[config.mk]
export PLATFORM = sky130hd
export DESIGN_NAME = alu_op_dispatch
export DESIGN_NICKNAME = d
export VERILOG_FILES = /design/src/rtl/alu_pkg.sv /design/src/rtl/alu_chan_buf.sv /design/src/rtl/alu_op_dispatch.sv
export SDC_FILE = /design/constraint.sdc
export NUM_CORES = 1
export LEC_CHECK = 0
export CORE_UTILIZATION = 39
export CTS_CLUSTER_DIAMETER = 200
export DETAILED_ROUTE_END_ITERATION = 8
export PLACE_DENSITY = 0.73
export SETUP_SLACK_MARGIN = 0.15
export SYNTH_ARGS = -nofsm -noshare
export SYNTH_HDL_FRONTEND = slang
export SYNTH_SLANG_ARGS = --single-unit
export TNS_END_PERCENT = 30
[constraint.sdc]
create_clock -name clk -period 2 [get_ports clk]
set_input_delay 0.4 -clock clk [delete_from_list [all_inputs] [get_ports clk]]
set_output_delay 0.4 -clock clk [all_outputs]
set_load 0.02 [all_outputs]
[src/rtl/alu_pkg.sv]
// alu_pkg: shared opcode enum, channel count and per-channel buffer state for the ALU datapath
package alu_pkg;
  localparam int NUM_CH = 4;
  typedef enum logic [1:0] {
    SEL_ADD = 2'd0,
    SEL_SUB = 2'd1,
    SEL_AND = 2'd2,
    SEL_OR  = 2'd3
  } alu_sel_e;
  typedef enum logic {
    CH_EMPTY = 1'b0,
    CH_FULL  = 1'b1
  } ch_state_e;
endpackage

[src/rtl/alu_chan_buf.sv]
// alu_chan_buf: one-entry valid/ready operand register plus saturating load counter (in: load_i/a_i/b_i/out_ready_i/cnt_clr_i, out: out_valid_o/out_a_o/out_b_o/cnt_o)
module alu_chan_buf
  import alu_pkg::*;
#(
  parameter int WIDTH = 4,
  parameter int CNT_W = 8
) (
  input  logic             clk,
  input  logic             rst,
  input  logic             load_i,
  input  logic [WIDTH-1:0] a_i,
  input  logic [WIDTH-1:0] b_i,
  input  logic             out_ready_i,
  input  logic             cnt_clr_i,
  output logic             out_valid_o,
  output logic [WIDTH-1:0] out_a_o,
  output logic [WIDTH-1:0] out_b_o,
  output logic [CNT_W-1:0] cnt_o
);
  ch_state_e        state_q;
  logic [WIDTH-1:0] a_q, b_q;
  logic [CNT_W-1:0] cnt_q;
  always_ff @(posedge clk or posedge rst)
    if (rst) begin
      state_q <= CH_EMPTY;
      a_q     <= '0;
      b_q     <= '0;
      cnt_q   <= '0;
    end else begin
      state_q <= load_i ? CH_FULL : (out_ready_i ? CH_EMPTY : state_q);
      if (load_i) begin
        a_q <= a_i;
        b_q <= b_i;
      end
      cnt_q <= cnt_clr_i ? '0 : cnt_q + CNT_W'(load_i && cnt_q != '1);
    end
  assign out_valid_o = state_q == CH_FULL;
  assign out_a_o     = a_q;
  assign out_b_o     = b_q;
  assign cnt_o       = cnt_q;
endmodule

[src/rtl/alu_op_dispatch.sv]
// alu_op_dispatch: routes one operand pair per cycle to one of four channel buffers by opcode (in: in_valid/in_sel/in_a/in_b/out_ready/cnt_clr, out: in_ready/out_valid/out_a/out_b/cnt)
module alu_op_dispatch
  import alu_pkg::*;
#(
  parameter int WIDTH = 4,
  parameter int CNT_W = 8
) (
  input  logic                    clk,
  input  logic                    rst,
  input  logic                    in_valid,
  output logic                    in_ready,
  input  logic [1:0]              in_sel,
  input  logic [WIDTH-1:0]        in_a,
  input  logic [WIDTH-1:0]        in_b,
  output logic [NUM_CH-1:0]       out_valid,
  input  logic [NUM_CH-1:0]       out_ready,
  output logic [NUM_CH*WIDTH-1:0] out_a,
  output logic [NUM_CH*WIDTH-1:0] out_b,
  input  logic                    cnt_clr,
  output logic [NUM_CH*CNT_W-1:0] cnt
);
  alu_sel_e sel;
  assign sel      = alu_sel_e'(in_sel);
  assign in_ready = !out_valid[in_sel] || out_ready[in_sel];
  for (genvar i = 0; i < NUM_CH; i++) begin : g_ch
    alu_chan_buf #(.WIDTH(WIDTH), .CNT_W(CNT_W)) u_buf (
      .clk         (clk),
      .rst         (rst),
      .load_i      (in_valid && in_ready && sel == alu_sel_e'(2'(i))),
      .a_i         (in_a),
      .b_i         (in_b),
      .out_ready_i (out_ready[i]),
      .cnt_clr_i   (cnt_clr),
      .out_valid_o (out_valid[i]),
      .out_a_o     (out_a[i*WIDTH +: WIDTH]),
      .out_b_o     (out_b[i*WIDTH +: WIDTH]),
      .cnt_o       (cnt[i*CNT_W +: CNT_W])
    );
  end
endmodule

==> results.txt, run 1 <==
Flop-to-flop setup slack = 180 ps
Final setup vio count = 0
Total GRT Usage = 0.188
Final Skew = 6.20 ps
Syn avg cell area = 12.3 µm²
Row count = 31
Sw frac = 0.280
Worst-Skew Late Latency = 340 ps
Count leader, synth = dfrtp_1
Final worst path period share = 0.932
Hold Path End = g_ch[1].u_buf.out_valid_o$_DFFE_PP0P_
Sequential Power Share = 0.452
Largest net degree at the start of global routing = 26
Critical path required time = 1600 ps
Internal = 2560 µW
Core outline area = 7290 µm²
Metal-1 WL = 3.09 mm
CP Capture Type = primary output
H-tree depth = 3
EDFF count, synth = 0
Max-slew headroom = 0.653
Worst hold path class = in -> reg
Initial Util = 0.404
Fmax = 0.536 GHz
Register area = 1700 µm²
DIE HEIGHT = 88.9 µm
VDD IR max = 632 µV
NumNets Final = 379
Hold slack = 323 ps
Crit-path cells = clkdlybuf4s50_1
DRT Pass-1 Iters = 4
Clock share of power = 0.320
Synth Register Bits = 68
WS Path Type = reg -> out
Status = finished clean
Routability cong. = 0.783
Ports = 87
Critical register-to-register path startpoint = g_ch[2].u_buf.out_valid_o$_DFFE_PP0P_
Mapped cell area = 2950 µm²
Register area share after synthesis = 0.578
Pleak = 0.00192 µW
Ant diodes = 0
Final hold viol count = 0
Root Buffer = clkbuf_8
Power density cells = 812 nW/µm²
Actual slew at the worst max-slew pin = 520 ps
Power consumption = 3550 µW
Area contributors post-synth = dfrtp_1 (58%), mux2_2 (13%), ha_1 (3.4%)
Critical path arrival = 1460 ps
Critical path's largest stage delay = 650 ps
DPL Wire Length = 4.89 mm
Layout cell share with drive strength beyond 1 = 0.271
Met2 Wirelength = 3.39 mm
DP Area = 4070 µm²
Synth area leader = dfrtp_1
Synth unique cells = 28
Net Count, Synth = 266
Max-slew violations = 0
Worst-case clock buffer depth = 2
CP Launch Type = register
Syn Inst Count = 240
Area share of the largest cell type after synthesis = 0.578
Slowest cell on crit path = clkdlybuf4s50_1
RR Endpoint = g_ch[2].u_buf.cnt_o[6]$_DFF_PP0_
Buf+Inv Stages, Crit Path = 1
R2r worst-path depth = 8
Synth Flop Type = dfrtp_1
TritonCTS buffer count = 9
Combinational Power Share = 0.228
Final core utilization = 0.600
Yosys warns = 0
Asr flop ratio synth = 1.00
Remaining DRCs = 0
Max_cap viols = 0
Vias in the first global route = 2236
Initial DRC count = 111
Clock sink count = 68
Met3 wire len = 243 µm
Crit path depth = 1
DR vias/cell = 4.95
Largest delay share family, worst path = buffers and inverters
Final ANT Viol Nets = 0
Wire per inst = 14.9 µm
Area delta synth->final = 48.5%
Crit Path Max Fanout = 6
Die width = 88.9 µm
# port buffers = 86
Multi-input gate area = 1250 µm²
Synth top cells by count = dfrtp_1 (68), mux2_2 (34), nor2_1 (18)
Initial antenna violation count = 0
Filler Cell Count = 640
Die Area = 7900 µm²
Final wirelength = 6.82 mm
Grt total ovfl = 0
CTS tree = done
Unrepaired setup endpoints after global routing = yes
Hold Buf Count CTS = 0
Worst-path clk slew = 80 ps
Total number of vias = 2260
Top Metal Used = met4
TNS Setup = 0 ps
Minimum clock period = 1860 ps
NetSw = 995 µW
Post-Layout Inst Area = 4370 µm²
Worst Hold Depth = 3
Worst Hold Launch = in_sel[0]
First-pass GRT wire length = 11.0 mm
-- repair_timing --
action | CTS | global route
setup buffers | 2 | 2
gates resized for setup | 23 | 10
endpoints found under the setup margin | 21 | 23
pin swaps | 3 | 4
-- worst reg2reg max path, stage by stage (launching register included) --
cell,delay (ps)
dfrtp_1,410
nand2b_4,90
nor3b_4,240
o21a_1,160
ha_1,160
ha_1,160
inv_1,50
nor2_2,100
mux2_2,330
-- state kept, by name (all words and copies together), names as in the netlist --
signal and count:
g_ch.u_buf.out_b_o 16, g_ch.u_buf.out_a_o 16, g_ch.u_buf.out_valid_o 4, g_ch.u_buf.cnt_o 32
-- cell type report --
cell class / count / share of cell area
Inverter: 2 / 0.00257
Clock inverter: 6 / 0.0146
Timing Repair Buffer: 113 / 0.247
Sequential cell: 68 / 0.389
Tap cell: 99 / 0.0283
Clock buffer: 10 / 0.0315
Multi-Input combinational cell: 159 / 0.287
-- metrics by stage --
stage                     setup slack, ps  instances
after floorplan                     -71.6        240
after global placement               -400        437
after detailed placement             -409        437
after CTS                             129        455
after global routing                 87.9        457
final                                 136        457
-- power by group through the flow --
stage | Clock, µW | Sequential, µW | Combinational, µW
3_3_place_gp | 0 | 1620 | 797
4_1_cts | 1170 | 1610 | 814
2_1_floorplan | 0 | 1800 | 212
5_1_grt | 1230 | 1620 | 858
6_report | 1140 | 1610 | 810
3_5_place_dp | 0 | 1630 | 807
-- placed cells by master (no fill, tap or decap), drive strengths merged, types with 9 or more instances in the layout --
| master | Yosys | final |
|---|---|---|
| or3 | 9 | 9 |
| dfrtp | 68 | 68 |
| mux2 | 34 | 34 |
| buf | 9 | 28 |
| clkdlybuf4s50 | 0 | 76 |
| nor2b | 11 | 11 |
| clkbuf | 2 | 11 |
| nor2 | 18 | 18 |
| a21oi | 10 | 10 |
| o21ai | 10 | 10 |
| nand2 | 11 | 11 |
| nand3 | 13 | 13 |
-- kinds of logic (layout without fill, tap and decap cells) --
kind of cell / after synthesis / count (layout) / synth area share
AND/OR/NAND/NOR: 80 / 80 / 0.147
flip-flops: 68 / 68 / 0.578
multiplexers: 35 / 35 / 0.138
AO/OA/AOI/OAI: 24 / 24 / 0.0442
buffers and inverters: 13 / 131 / 0.0234
XOR/XNOR: 12 / 12 / 0.0357
adder cells (fa/ha/maj): 8 / 8 / 0.0340
-- routing by layer --
layer,up-vias,GRT usage
li1,1067,-
met1,1133,0.245
met2,49,0.303
met3,11,0.0425
met4,0,0.0792
met5,-,0
-- worst max-delay path by stage --
stage	startpoint	to
after global routing	g_ch[3].u_buf.cnt_o[1]$_DFF_PP0_	cnt[25]
after floorplan	in_sel[0]	g_ch[2].u_buf.cnt_o[6]$_DFF_PP0_
final	g_ch[3].u_buf.cnt_o[1]$_DFF_PP0_	cnt[25]
after CTS	g_ch[3].u_buf.cnt_o[1]$_DFF_PP0_	cnt[25]
after global placement	in_sel[0]	in_ready
after detailed placement	in_sel[0]	in_ready
Note: power is estimated with default switching activity, not from simulation.
==> run 2, diff against run 1 <==
--- a/config.mk
+++ b/config.mk
@@ -5,6 +5,7 @@
 export SDC_FILE = /design/constraint.sdc
 export NUM_CORES = 1
 export LEC_CHECK = 0
+export ABC_CLOCK_PERIOD_IN_PS = 2000
 export CORE_UTILIZATION = 39
 export CTS_CLUSTER_DIAMETER = 200
 export DETAILED_ROUTE_END_ITERATION = 8
==> results of run 2 <==
The final DEF is identical to that of run 1; final timing and power are the same.
==> run 3, diff against run 2 <==
--- a/config.mk
+++ b/config.mk
@@ -6,10 +6,10 @@
 export NUM_CORES = 1
 export LEC_CHECK = 0
 export ABC_CLOCK_PERIOD_IN_PS = 2000
-export CORE_UTILIZATION = 39
+export CORE_UTILIZATION = 42
 export CTS_CLUSTER_DIAMETER = 200
 export DETAILED_ROUTE_END_ITERATION = 8
-export PLACE_DENSITY = 0.73
+export PLACE_DENSITY = 0.77
 export SETUP_SLACK_MARGIN = 0.15
 export SYNTH_ARGS = -nofsm -noshare
 export SYNTH_HDL_FRONTEND = slang
==> run 3 against run 2 <==
Against the previous run: total power grew 3.2%; register-to-register slack is essentially flat; clock power grew 9.6%; die area shrank 7.0%.
==> results.txt, run 3 (same netlist as run 1, synthesis figures left out) <==
Internal = 2650 µW
NumNets Final = 376
Total number of vias = 2221
DIE HEIGHT = 85.7 µm
Sequential Power Share = 0.437
Clock sink count = 68
Row count = 30
VDD IR max = 827 µV
TNS Setup = 0 ps
Routability cong. = 0.803
Layout Cells excl Fill = 451
Hold Buf Count CTS = 0
Final hold viol count = 0
Max_cap viols = 0
Initial DRC count = 81
Worst Setup EP = cnt[19]
Area delta synth->final = 48.8%
Final Skew = 12.1 ps
Flop-to-flop setup slack = 180 ps
Ports = 87
Crit Path Max Fanout = 4
Largest net degree at the start of global routing = 31
Critical path required time = 1600 ps
Max-slew violations = 0
Post-Layout Inst Area = 4380 µm²
Sw frac = 0.276
Actual slew at the worst max-slew pin = 509 ps
First-pass GRT wire length = 10.9 mm
Clock share of power = 0.341
Total GRT Usage = 0.193
Crit-path cells = buf_4 > clkdlybuf4s50_1
Max-slew headroom = 0.660
RR Endpoint = g_ch[2].u_buf.cnt_o[5]$_DFF_PP0_
Power consumption = 3660 µW
Core outline area = 6790 µm²
CTS tree = done
Fmax = 0.544 GHz
Vias in the first global route = 2229
DPL Wire Length = 4.93 mm
Initial antenna violation count = 0
Combinational Power Share = 0.221
Worst-Skew Late Latency = 340 ps
Most common library cell in the layout ignoring fill and taps = clkdlybuf4s50_1
Number of flip-flops in the largest register = 32
Grt total ovfl = 0
Critical path's largest stage delay = 600 ps
Filler Cell Count = 520
Ant diodes = 0
Most frequent cells in the layout = clkdlybuf4s50_1 (76), dfrtp_1 (67), mux2_2 (33)
Root Buffer = clkbuf_8
Status = finished clean
CP Launch Type = register
Die width = 85.7 µm
WS Path Type = reg -> out
Worst-case clock buffer depth = 2
Critical path arrival = 1440 ps
DP Area = 4060 µm²
Crit path from = g_ch[2].u_buf.cnt_o[3]$_DFF_PP0_
Pleak = 0.00190 µW
TritonCTS buffer count = 9
Die Area = 7350 µm²
Hold slack = 435 ps
Worst-path clk slew = 80 ps
Remaining DRCs = 0
Initial Util = 0.434
Placed Instances = 433
Slowest cell on crit path = clkdlybuf4s50_1
R2r worst-path depth = 8
Power density cells = 836 nW/µm²
H-tree depth = 3
# port buffers = 86
Unrepaired setup endpoints after global routing = yes
Final setup vio count = 0
Layout cell share with drive strength beyond 1 = 0.270
Worst hold path class = in -> async
Final ANT Viol Nets = 0
Minimum clock period = 1840 ps
DRT Pass-1 Iters = 4
DR vias/cell = 4.92
Final wirelength = 6.84 mm
CP Capture Type = primary output
Critical register-to-register path startpoint = g_ch[2].u_buf.out_valid_o$_DFFE_PP0P_
Final worst path period share = 0.920
NetSw = 1010 µW
Wire per inst = 15.2 µm
[run 3: final cells by class]
cell class                      count  area (µm²)  share of cell area
Clock inverter                      7        98.8              0.0226
Tap cell                           96         120              0.0274
Inverter                            2        11.3             0.00257
Timing Repair Buffer              110        1060               0.242
Clock buffer                        9         124              0.0283
Multi-Input combinational cell    159        1260               0.288
Sequential cell                    68        1700               0.389
[run 3: critical path: cells and delay by family, from the launching register on]
family                 cells  cell delay, ps
buffers and inverters      2             740
flip-flops                 1             360
[run 3: worst min-delay path by stage]
stage                     slack (ps)  depth (start not counted)                                    end                             startpoint
after floorplan                  470                          2  g_ch[1].u_buf.out_valid_o$_DFFE_PP0P_  g_ch[1].u_buf.out_valid_o$_DFFE_PP0P_
after global placement           490                          1   g_ch[3].u_buf.out_a_o[3]$_DFFE_PP0P_   g_ch[3].u_buf.out_a_o[3]$_DFFE_PP0P_
after detailed placement         490                          1   g_ch[3].u_buf.out_b_o[3]$_DFFE_PP0P_   g_ch[3].u_buf.out_b_o[3]$_DFFE_PP0P_
after CTS                        430                          3  g_ch[0].u_buf.out_valid_o$_DFFE_PP0P_                           out_ready[0]
after global routing             440                          3  g_ch[0].u_buf.out_valid_o$_DFFE_PP0P_                           out_ready[0]
final                            440                          2   g_ch[3].u_buf.out_a_o[3]$_DFFE_PP0P_                                    rst
[run 3: what timing repair did]
action,in CTS,in global routing
gates resized for setup,24,12
gates cloned,0,0
buffers inserted,0,2
setup endpoints to repair,25,24
hold endpoints to repair,0,0
pin swaps,2,5
[run 3: power groups by stage]
stage / clock [µW] / combinational (µW) / sequential [µW]
final: 1250 / 811 / 1600
after global routing: 1340 / 850 / 1620
after CTS: 1280 / 814 / 1600
after detailed placement: 0 / 807 / 1630
after global placement: 0 / 796 / 1620
after floorplan: 0 / 212 / 1800
[run 3: stage by stage]
| step | setup WS, ps | util |
|---|---|---|
| 6_report | 161 | 0.645 |
| 5_1_grt | 98.9 | 0.645 |
| 4_1_cts | 137 | 0.638 |
| 3_5_place_dp | -460 | 0.597 |
| 3_3_place_gp | -413 | 0.597 |
| 2_1_floorplan | -71.6 | - |
[run 3: routing by layer]
metal,GRT usage,vias to the layer above,routed length [µm]
met5,0,-,0
met4,0.0742,0,151
met3,0.0452,14,213
li1,-,1061,-
met2,0.317,47,3470
met1,0.251,1099,3010
